$ cat config.mk
export PLATFORM = sky130hd
export DESIGN_NAME = uart_pixel_loader
export DESIGN_NICKNAME = d
export VERILOG_FILES = /design/src/rtl/uart_pixel_loader.sv
export SDC_FILE = /design/constraint.sdc
export NUM_CORES = 1
export LEC_CHECK = 0
export BUFFER_PORTS_ARGS = -buffer_cell sky130_fd_sc_hd__buf_4
export CAP_MARGIN = 25
export CORE_UTILIZATION = 54
export CTS_CLUSTER_SIZE = 28
export DETAILED_ROUTE_END_ITERATION = 10
export PLACE_DENSITY = 0.71
export REMOVE_ABC_BUFFERS = 1
export SLEW_MARGIN = 5
export SYNTH_ARGS = -nofsm -noshare
export SYNTH_HDL_FRONTEND = slang
export SYNTH_SLANG_ARGS = --single-unit
$ cat constraint.sdc
create_clock -name clk -period 2.7 [get_ports clk]
set_input_delay 0.405 -clock clk [delete_from_list [all_inputs] [get_ports clk]]
set_output_delay 0.405 -clock clk [all_outputs]
set_load 0.1 [all_outputs]
$ cat src/rtl/uart_pixel_loader.sv
// UART 8N1 receiver feeding row-major pixel writes into a frame buffer.
// Optional even parity bit: define UART_PARITY_EN.
module uart_pixel_loader #(
  parameter int CLK_HZ  = 50_000_000,
  parameter int BAUD    = 115_200,
  parameter int IMG_W   = 160,
  parameter int IMG_H   = 120,
  parameter int ADDR_W  = 15,
  parameter int GAP_CYC = 5_000_000
) (
  input  logic              clk,
  input  logic              rst_n,
  input  logic              rx,
  output logic              pix_we,
  output logic [ADDR_W-1:0] pix_addr,
  output logic [7:0]        pix_data,
  output logic              frame_done,
  output logic              ferr,
  output logic              busy
);

  localparam int DIV   = CLK_HZ / BAUD;
  localparam int NPIX  = IMG_W * IMG_H;
  localparam int CNT_W = $clog2(DIV + 1);
  localparam int GAP_W = $clog2(GAP_CYC + 1);

  localparam logic [CNT_W-1:0]  HALF_M1 = CNT_W'(DIV / 2 - 1);
  localparam logic [CNT_W-1:0]  FULL_M1 = CNT_W'(DIV - 1);
  localparam logic [ADDR_W-1:0] LAST    = ADDR_W'(NPIX - 1);
  localparam logic [GAP_W-1:0]  GAP_M1  = GAP_W'(GAP_CYC - 1);

  typedef enum logic [2:0] {
    S_IDLE,
    S_START,
    S_DATA,
`ifdef UART_PARITY_EN
    S_PARITY,
`endif
    S_STOP
  } state_t;

  state_t            state_q, state_d;
  logic              sync1_q, rxs;
  logic [CNT_W-1:0]  cnt_q, cnt_d;
  logic [2:0]        bit_q, bit_d;
  logic [7:0]        shift_q, shift_d;
  logic              armed_q, armed_d;
  logic [GAP_W-1:0]  gap_q, gap_d;
  logic [ADDR_W-1:0] addr_q, addr_d;
  logic              pix_we_q, pix_we_d;
  logic [ADDR_W-1:0] pix_addr_q, pix_addr_d;
  logic [7:0]        pix_data_q, pix_data_d;
  logic              fdone_q, fdone_d;
  logic              ferr_q, ferr_d;
  logic              accept, start_det;
`ifdef UART_PARITY_EN
  logic              par_err_q, par_err_d;
`endif

  always_ff @(posedge clk or negedge rst_n) begin
    if (!rst_n) begin
      sync1_q <= 1'b0;
      rxs     <= 1'b0;
    end else begin
      sync1_q <= rx;
      rxs     <= sync1_q;
    end
  end

  always_ff @(posedge clk or negedge rst_n) begin
    if (!rst_n) begin
      state_q    <= S_IDLE;
      cnt_q      <= '0;
      bit_q      <= '0;
      shift_q    <= '0;
      armed_q    <= 1'b0;
      gap_q      <= '0;
      addr_q     <= '0;
      pix_we_q   <= 1'b0;
      pix_addr_q <= '0;
      pix_data_q <= '0;
      fdone_q    <= 1'b0;
      ferr_q     <= 1'b0;
`ifdef UART_PARITY_EN
      par_err_q  <= 1'b0;
`endif
    end else begin
      state_q    <= state_d;
      cnt_q      <= cnt_d;
      bit_q      <= bit_d;
      shift_q    <= shift_d;
      armed_q    <= armed_d;
      gap_q      <= gap_d;
      addr_q     <= addr_d;
      pix_we_q   <= pix_we_d;
      pix_addr_q <= pix_addr_d;
      pix_data_q <= pix_data_d;
      fdone_q    <= fdone_d;
      ferr_q     <= ferr_d;
`ifdef UART_PARITY_EN
      par_err_q  <= par_err_d;
`endif
    end
  end

  always_comb begin
    state_d    = state_q;
    cnt_d      = cnt_q + CNT_W'(1);
    bit_d      = bit_q;
    shift_d    = shift_q;
    armed_d    = armed_q | rxs;
    gap_d      = gap_q;
    addr_d     = addr_q;
    pix_we_d   = 1'b0;
    pix_addr_d = pix_addr_q;
    pix_data_d = pix_data_q;
    fdone_d    = 1'b0;
    ferr_d     = 1'b0;
    accept     = 1'b0;
    start_det  = 1'b0;
`ifdef UART_PARITY_EN
    par_err_d  = par_err_q;
`endif

    case (state_q)
      S_IDLE: begin
        cnt_d = '0;
        if (!rxs && armed_q) begin
          start_det = 1'b1;
          state_d   = S_START;
        end
      end
      S_START: begin
        if (cnt_q == HALF_M1) begin
          cnt_d   = '0;
          bit_d   = '0;
          state_d = rxs ? S_IDLE : S_DATA;
        end
      end
      S_DATA: begin
        if (cnt_q == FULL_M1) begin
          cnt_d   = '0;
          shift_d = {rxs, shift_q[7:1]};
          bit_d   = bit_q + 3'd1;
          if (bit_q == 3'd7) begin
`ifdef UART_PARITY_EN
            state_d   = S_PARITY;
            par_err_d = 1'b0;
`else
            state_d   = S_STOP;
`endif
          end
        end
      end
`ifdef UART_PARITY_EN
      S_PARITY: begin
        if (cnt_q == FULL_M1) begin
          cnt_d   = '0;
          state_d = S_STOP;
          if (rxs != ^shift_q) begin
            par_err_d = 1'b1;
            ferr_d    = 1'b1;
          end
        end
      end
`endif
      S_STOP: begin
        if (cnt_q == FULL_M1) begin
          cnt_d   = '0;
          state_d = S_IDLE;
          if (rxs) begin
`ifdef UART_PARITY_EN
            accept = !par_err_q;
`else
            accept = 1'b1;
`endif
          end else begin
            // Line is low at stop: wait for it to return high before rearming.
            ferr_d  = 1'b1;
            armed_d = 1'b0;
          end
        end
      end
      default: state_d = S_IDLE;
    endcase

    if (accept) begin
      pix_we_d   = 1'b1;
      pix_data_d = shift_q;
      pix_addr_d = addr_q;
      if (addr_q == LAST) begin
        fdone_d = 1'b1;
        addr_d  = '0;
      end else begin
        addr_d = addr_q + ADDR_W'(1);
      end
    end

    // Start detection outranks a coincident gap timeout.
    if (start_det) begin
      gap_d = '0;
    end else if (state_q == S_IDLE && addr_q != '0) begin
      if (gap_q == GAP_M1) begin
        gap_d  = '0;
        addr_d = '0;
      end else begin
        gap_d = gap_q + GAP_W'(1);
      end
    end
  end

  assign pix_we     = pix_we_q;
  assign pix_addr   = pix_addr_q;
  assign pix_data   = pix_data_q;
  assign frame_done = fdone_q;
  assign ferr       = ferr_q;
  assign busy       = (state_q != S_IDLE);

endmodule

==> impl_summary.txt <==
----------------------------------------------------
[Worst setup path]
  Worst R2R Setup Slack ... 0.31 ns
  FF-to-FF Start ... cnt_q[1]$_DFF_PN0_
  Startpoint-to-endpoint class of the critical path ... flip-flop to flip-flop
  Required @ worst endpoint ... 2.96 ns
  Destination of the worst register-to-register timing path ... addr_q[2]$_DFF_PN0_
  Critical path's slowest cell ... sky130_fd_sc_hd__or3_1
  Critical Path Sink ... addr_q[2]$_DFF_PN0_
  Arrival time of the worst setup path ... 2.64 ns
  Maximum fanout along the worst path ... 38
  Delay of the slowest cell on the worst path ... 0.48 ns
  Crit path launch type ... flip-flop
  Cell depth of the worst flop-to-flop path ... 10
  Cell seen most often among critical-path stages ... sky130_fd_sc_hd__inv_1
  Timing startpoint of the critical path ... cnt_q[1]$_DFF_PN0_
  CP endpoint kind ... flip-flop
  Ordered cell list for the critical path ... inv_1 -> ha_1 -> nand4bb_1 -> or3_1 -> or2_1 -> inv_1 -> buf_12 -> and2_1 -> or2_2 -> nor2_1

[STA]
  Final Max Slew Viols ... 0
  Final hold violations ... 9
  Setup repair after global routing missed its margin ... false
  Tightest hold margin ... -0.00784 ns
  Ratio of final minimum period to clock period ... 0.884
  Tightest Pin Transition ... 0.557 ns
  Final min period ... 2.39 ns
  Fin Clk Skew ... 0.0172 ns
  Highest Clock Rate ... 0.419 GHz
  Setup-failing EPs final ... 0
  Worst slew slack as a fraction of its limit ... 0.626

[CTS]
  Clk sinks ... 89
  Number of buffers created by CTS ... 9
  Clock latency reported for the late side of the worst-skew pair ... 0.37 ns
  Post-CTS sizing ... 0
  Clk buf depth ... 2
  Post-CTS repair timing setup buffer count ... 0
  Quantity of hold-fixing buffers added after cts ... 0
  Clock tree from TritonCTS ... done
  Clock transition time at the flip-flop clock pins of the worst setup and hold paths ... 0.11 ns
  Clock Tree Root ... sky130_fd_sc_hd__clkbuf_8
  Number of levels in the clock H-tree ... 3

[Final layout]
  Fill count ... 654
  Area growth from synthesis to layout ... 12.3%
  Layout Utilization ... 0.630
  Seq. cell area ... 0.00223 mm2
  Number of diodes ... 0
  Fin area ... 0.00489 mm2
  Multi-input logic area ... 0.00195 mm2
  Share of layout cells above drive strength 1 ... 0.150
  Net count of the finished layout ... 499

[Logic synthesis]
  Yosys top cell by area ... sky130_fd_sc_hd__dfrtp_1
  Number of flops mapped to enable cells by yosys ... 0
  Ys flop type ... sky130_fd_sc_hd__dfrtp_1
  Portion of the post-synthesis area used by sequential elements ... 0.511
  Warning count from the yosys run ... 0
  Leading post-synthesis cells by instance count ... 89 x sky130_fd_sc_hd__dfrtp_1, 89 x sky130_fd_sc_hd__nand2_1, 39 x sky130_fd_sc_hd__nor2_1
  Total of flip-flops plus latches after synthesis ... 89
  Mean instance size in the synthesized netlist ... 9.47 um2
  Summed instance area of the synthesized netlist ... 0.00436 mm2
  Cells taking the most area after synthesis ... sky130_fd_sc_hd__dfrtp_1 51%, sky130_fd_sc_hd__nand2_1 7.7%, sky130_fd_sc_hd__nor2_1 3.4%
  Share of the synthesized area in the top cell type ... 0.511
  Share of flip-flops with an asynchronous set or reset ... 1.00
  Number of library cell types mapped by synthesis ... 50
  Instance count of the mapped netlist ... 460

[Drt]
  Sum of routed wire length over all layers ... 8750 um
  Number of nets with antenna violations after routing ... 0
  Via count ... 3402
  First-pass iteration count of the detailed router ... 4
  Routed length per placed instance ... 14.7 um
  Final routed DRC violation total ... 0
  Vias per inst ... 5.72
  DRC marker count from the first detailed-route iteration ... 146

[Status]
  Status ... finished with violations
  Violated checks ... negative hold slack

[Place]
  Total half-perimeter wirelength after legalization and detailed placement ... 5940 um
  Placed inst area ... 0.00470 mm2
  Weighted congestion reported at the end of routability-driven placement ... 0.870
  Port Buffer Count ... 29

[Die]
  Placement row count ... 32
  X dimension of the die ... 91.8 um
  Die area ... 0.00843 mm2
  Vertical die dimension ... 91.8 um
  Count of boundary I/O pins ... 30
  Starting density of the core ... 0.561
  Area of the placeable core ... 0.00777 mm2

[Global routing]
  Pin count of the biggest net entering global routing ... 50
  Met2 Use GR ... 0.377
  Global routing met3 resource utilization ... 0.0357
  Global router's overall resource usage ... 0.232
  Antenna violations before repair ... 0
  Met1 Resource Use GR ... 0.314
  Global-route wire length before repair ... 15600 um
  Via count of the first global-routing pass ... 3305
  GRT busiest layer ... met2
  Residual overflow from global routing ... 0

[Flow run]
  Number of max-cap violations ... 0

[Power]
  Power per unit of standard cell area ... 531 mW/mm2
  Standby leakage power ... 2.30 nW
  Highest ir drop seen on vdd ... 0.362 mV

[Worst hold path]
  Path category of the worst min-delay check ... input port to asynchronous set/reset pin

----------------------------------------------------
## metal layers
| layer | routed length (um) | part of all wire |
|---|---|---|
| met1 | 3990 | 0.46 |
| met2 | 4230 | 0.48 |
| met3 | 445 | 0.051 |
| met4 | 89 | 0.010 |
| met5 | 0 | 0 |
## flip-flops by register name, summed over array words and instances, names as in the netlist
register    cells
addr_q         15
cnt_q           9
pix_data        8
sync1_q         1
pix_addr       15
state_q         2
shift_q         8
frame_done      1
pix_we          1
armed_q         1
gap_q          23
rxs             1
bit_q           3
ferr            1
## metrics by stage
step | setup TNS (ns) | total power [mW] | setup WS (ns) | cells | hold WS [ns]
floorplan | -10.03 | 1.62 | -0.716 | 435 | 0.109
global placement | 0 | 1.71 | 0.429 | 579 | 0.333
detailed placement | 0 | 1.72 | 0.336 | 579 | 0.336
CTS | 0 | 2.62 | 0.323 | 595 | 0.00631
global route | 0 | 2.72 | 0.130 | 595 | 0.0346
finish | 0 | 2.60 | 0.314 | 595 | -0.00784
## cell usage in the layout (no fill, tap or decap), drive strengths merged, types with 3 or more instances in the layout
cell and instances:
ha 8, inv 16, o21a 3, mux2 9, nor3 7, xor2 12, a21oi 13, a31oi 12
nand4b 3, clkbuf 9, buf 42, nor2b 3, o311ai 3, a21o 3, o31ai 8, nand2 89
and3 8, dfrtp 89, nand2b 5, a22oi 8, nand4 16, xnor2 5, mux2i 5, nor4 7
o21ai 14, nor2 39, or2 3, nand3 27, clkinv 3
## final cells by class
cell class              count  area share
well taps                 102      0.0261
repair buffers             42      0.0695
clock inverters             7      0.0148
multi-input cells         333       0.399
flip-flops and latches     89       0.455
clock buffers               9      0.0253
inverters                  13     0.00997
## cells by family after synthesis
family,after synthesis,synth area share
muxes,14,0.0347
and+or+nand+nor,223,0.248
adders and majority gates,8,0.0230
AOI/OAI and AO/OA,71,0.108
DFF,89,0.511
buffers and inverters,38,0.0408
xor gates and xnor gates,17,0.0342
## power breakdown
group	switching [mW]	internal, mW
clock network	0.543	0.361
registers	0.0693	1.39
logic	0.150	0.0903
## worst min-delay path by stage
stage	startpoint	endpoint	slack (ns)	cells past startpoint
after floorplan	rst_n	addr_q[0]$_DFF_PN0_	0.11	0
after global placement	sync1_q$_DFF_PN0_	rxs$_DFF_PN0_	0.33	0
after detailed placement	sync1_q$_DFF_PN0_	rxs$_DFF_PN0_	0.34	0
after CTS	rst_n	pix_data[2]$_DFFE_PN0N_	0.006	1
after global routing	rst_n	pix_data[2]$_DFFE_PN0N_	0.03	1
final	rst_n	shift_q[2]$_DFFE_PN0P_	-0.008	1
## critical path: cells and delay by family, from the launching register on
kind / cells / cell delay [ns]
simple gates: 6 / 1.34
fa+ha+maj: 1 / 0.15
flops: 1 / 0.40
buf+inv: 3 / 0.37
No activity file was read; power rests on OpenSTA's default activity.
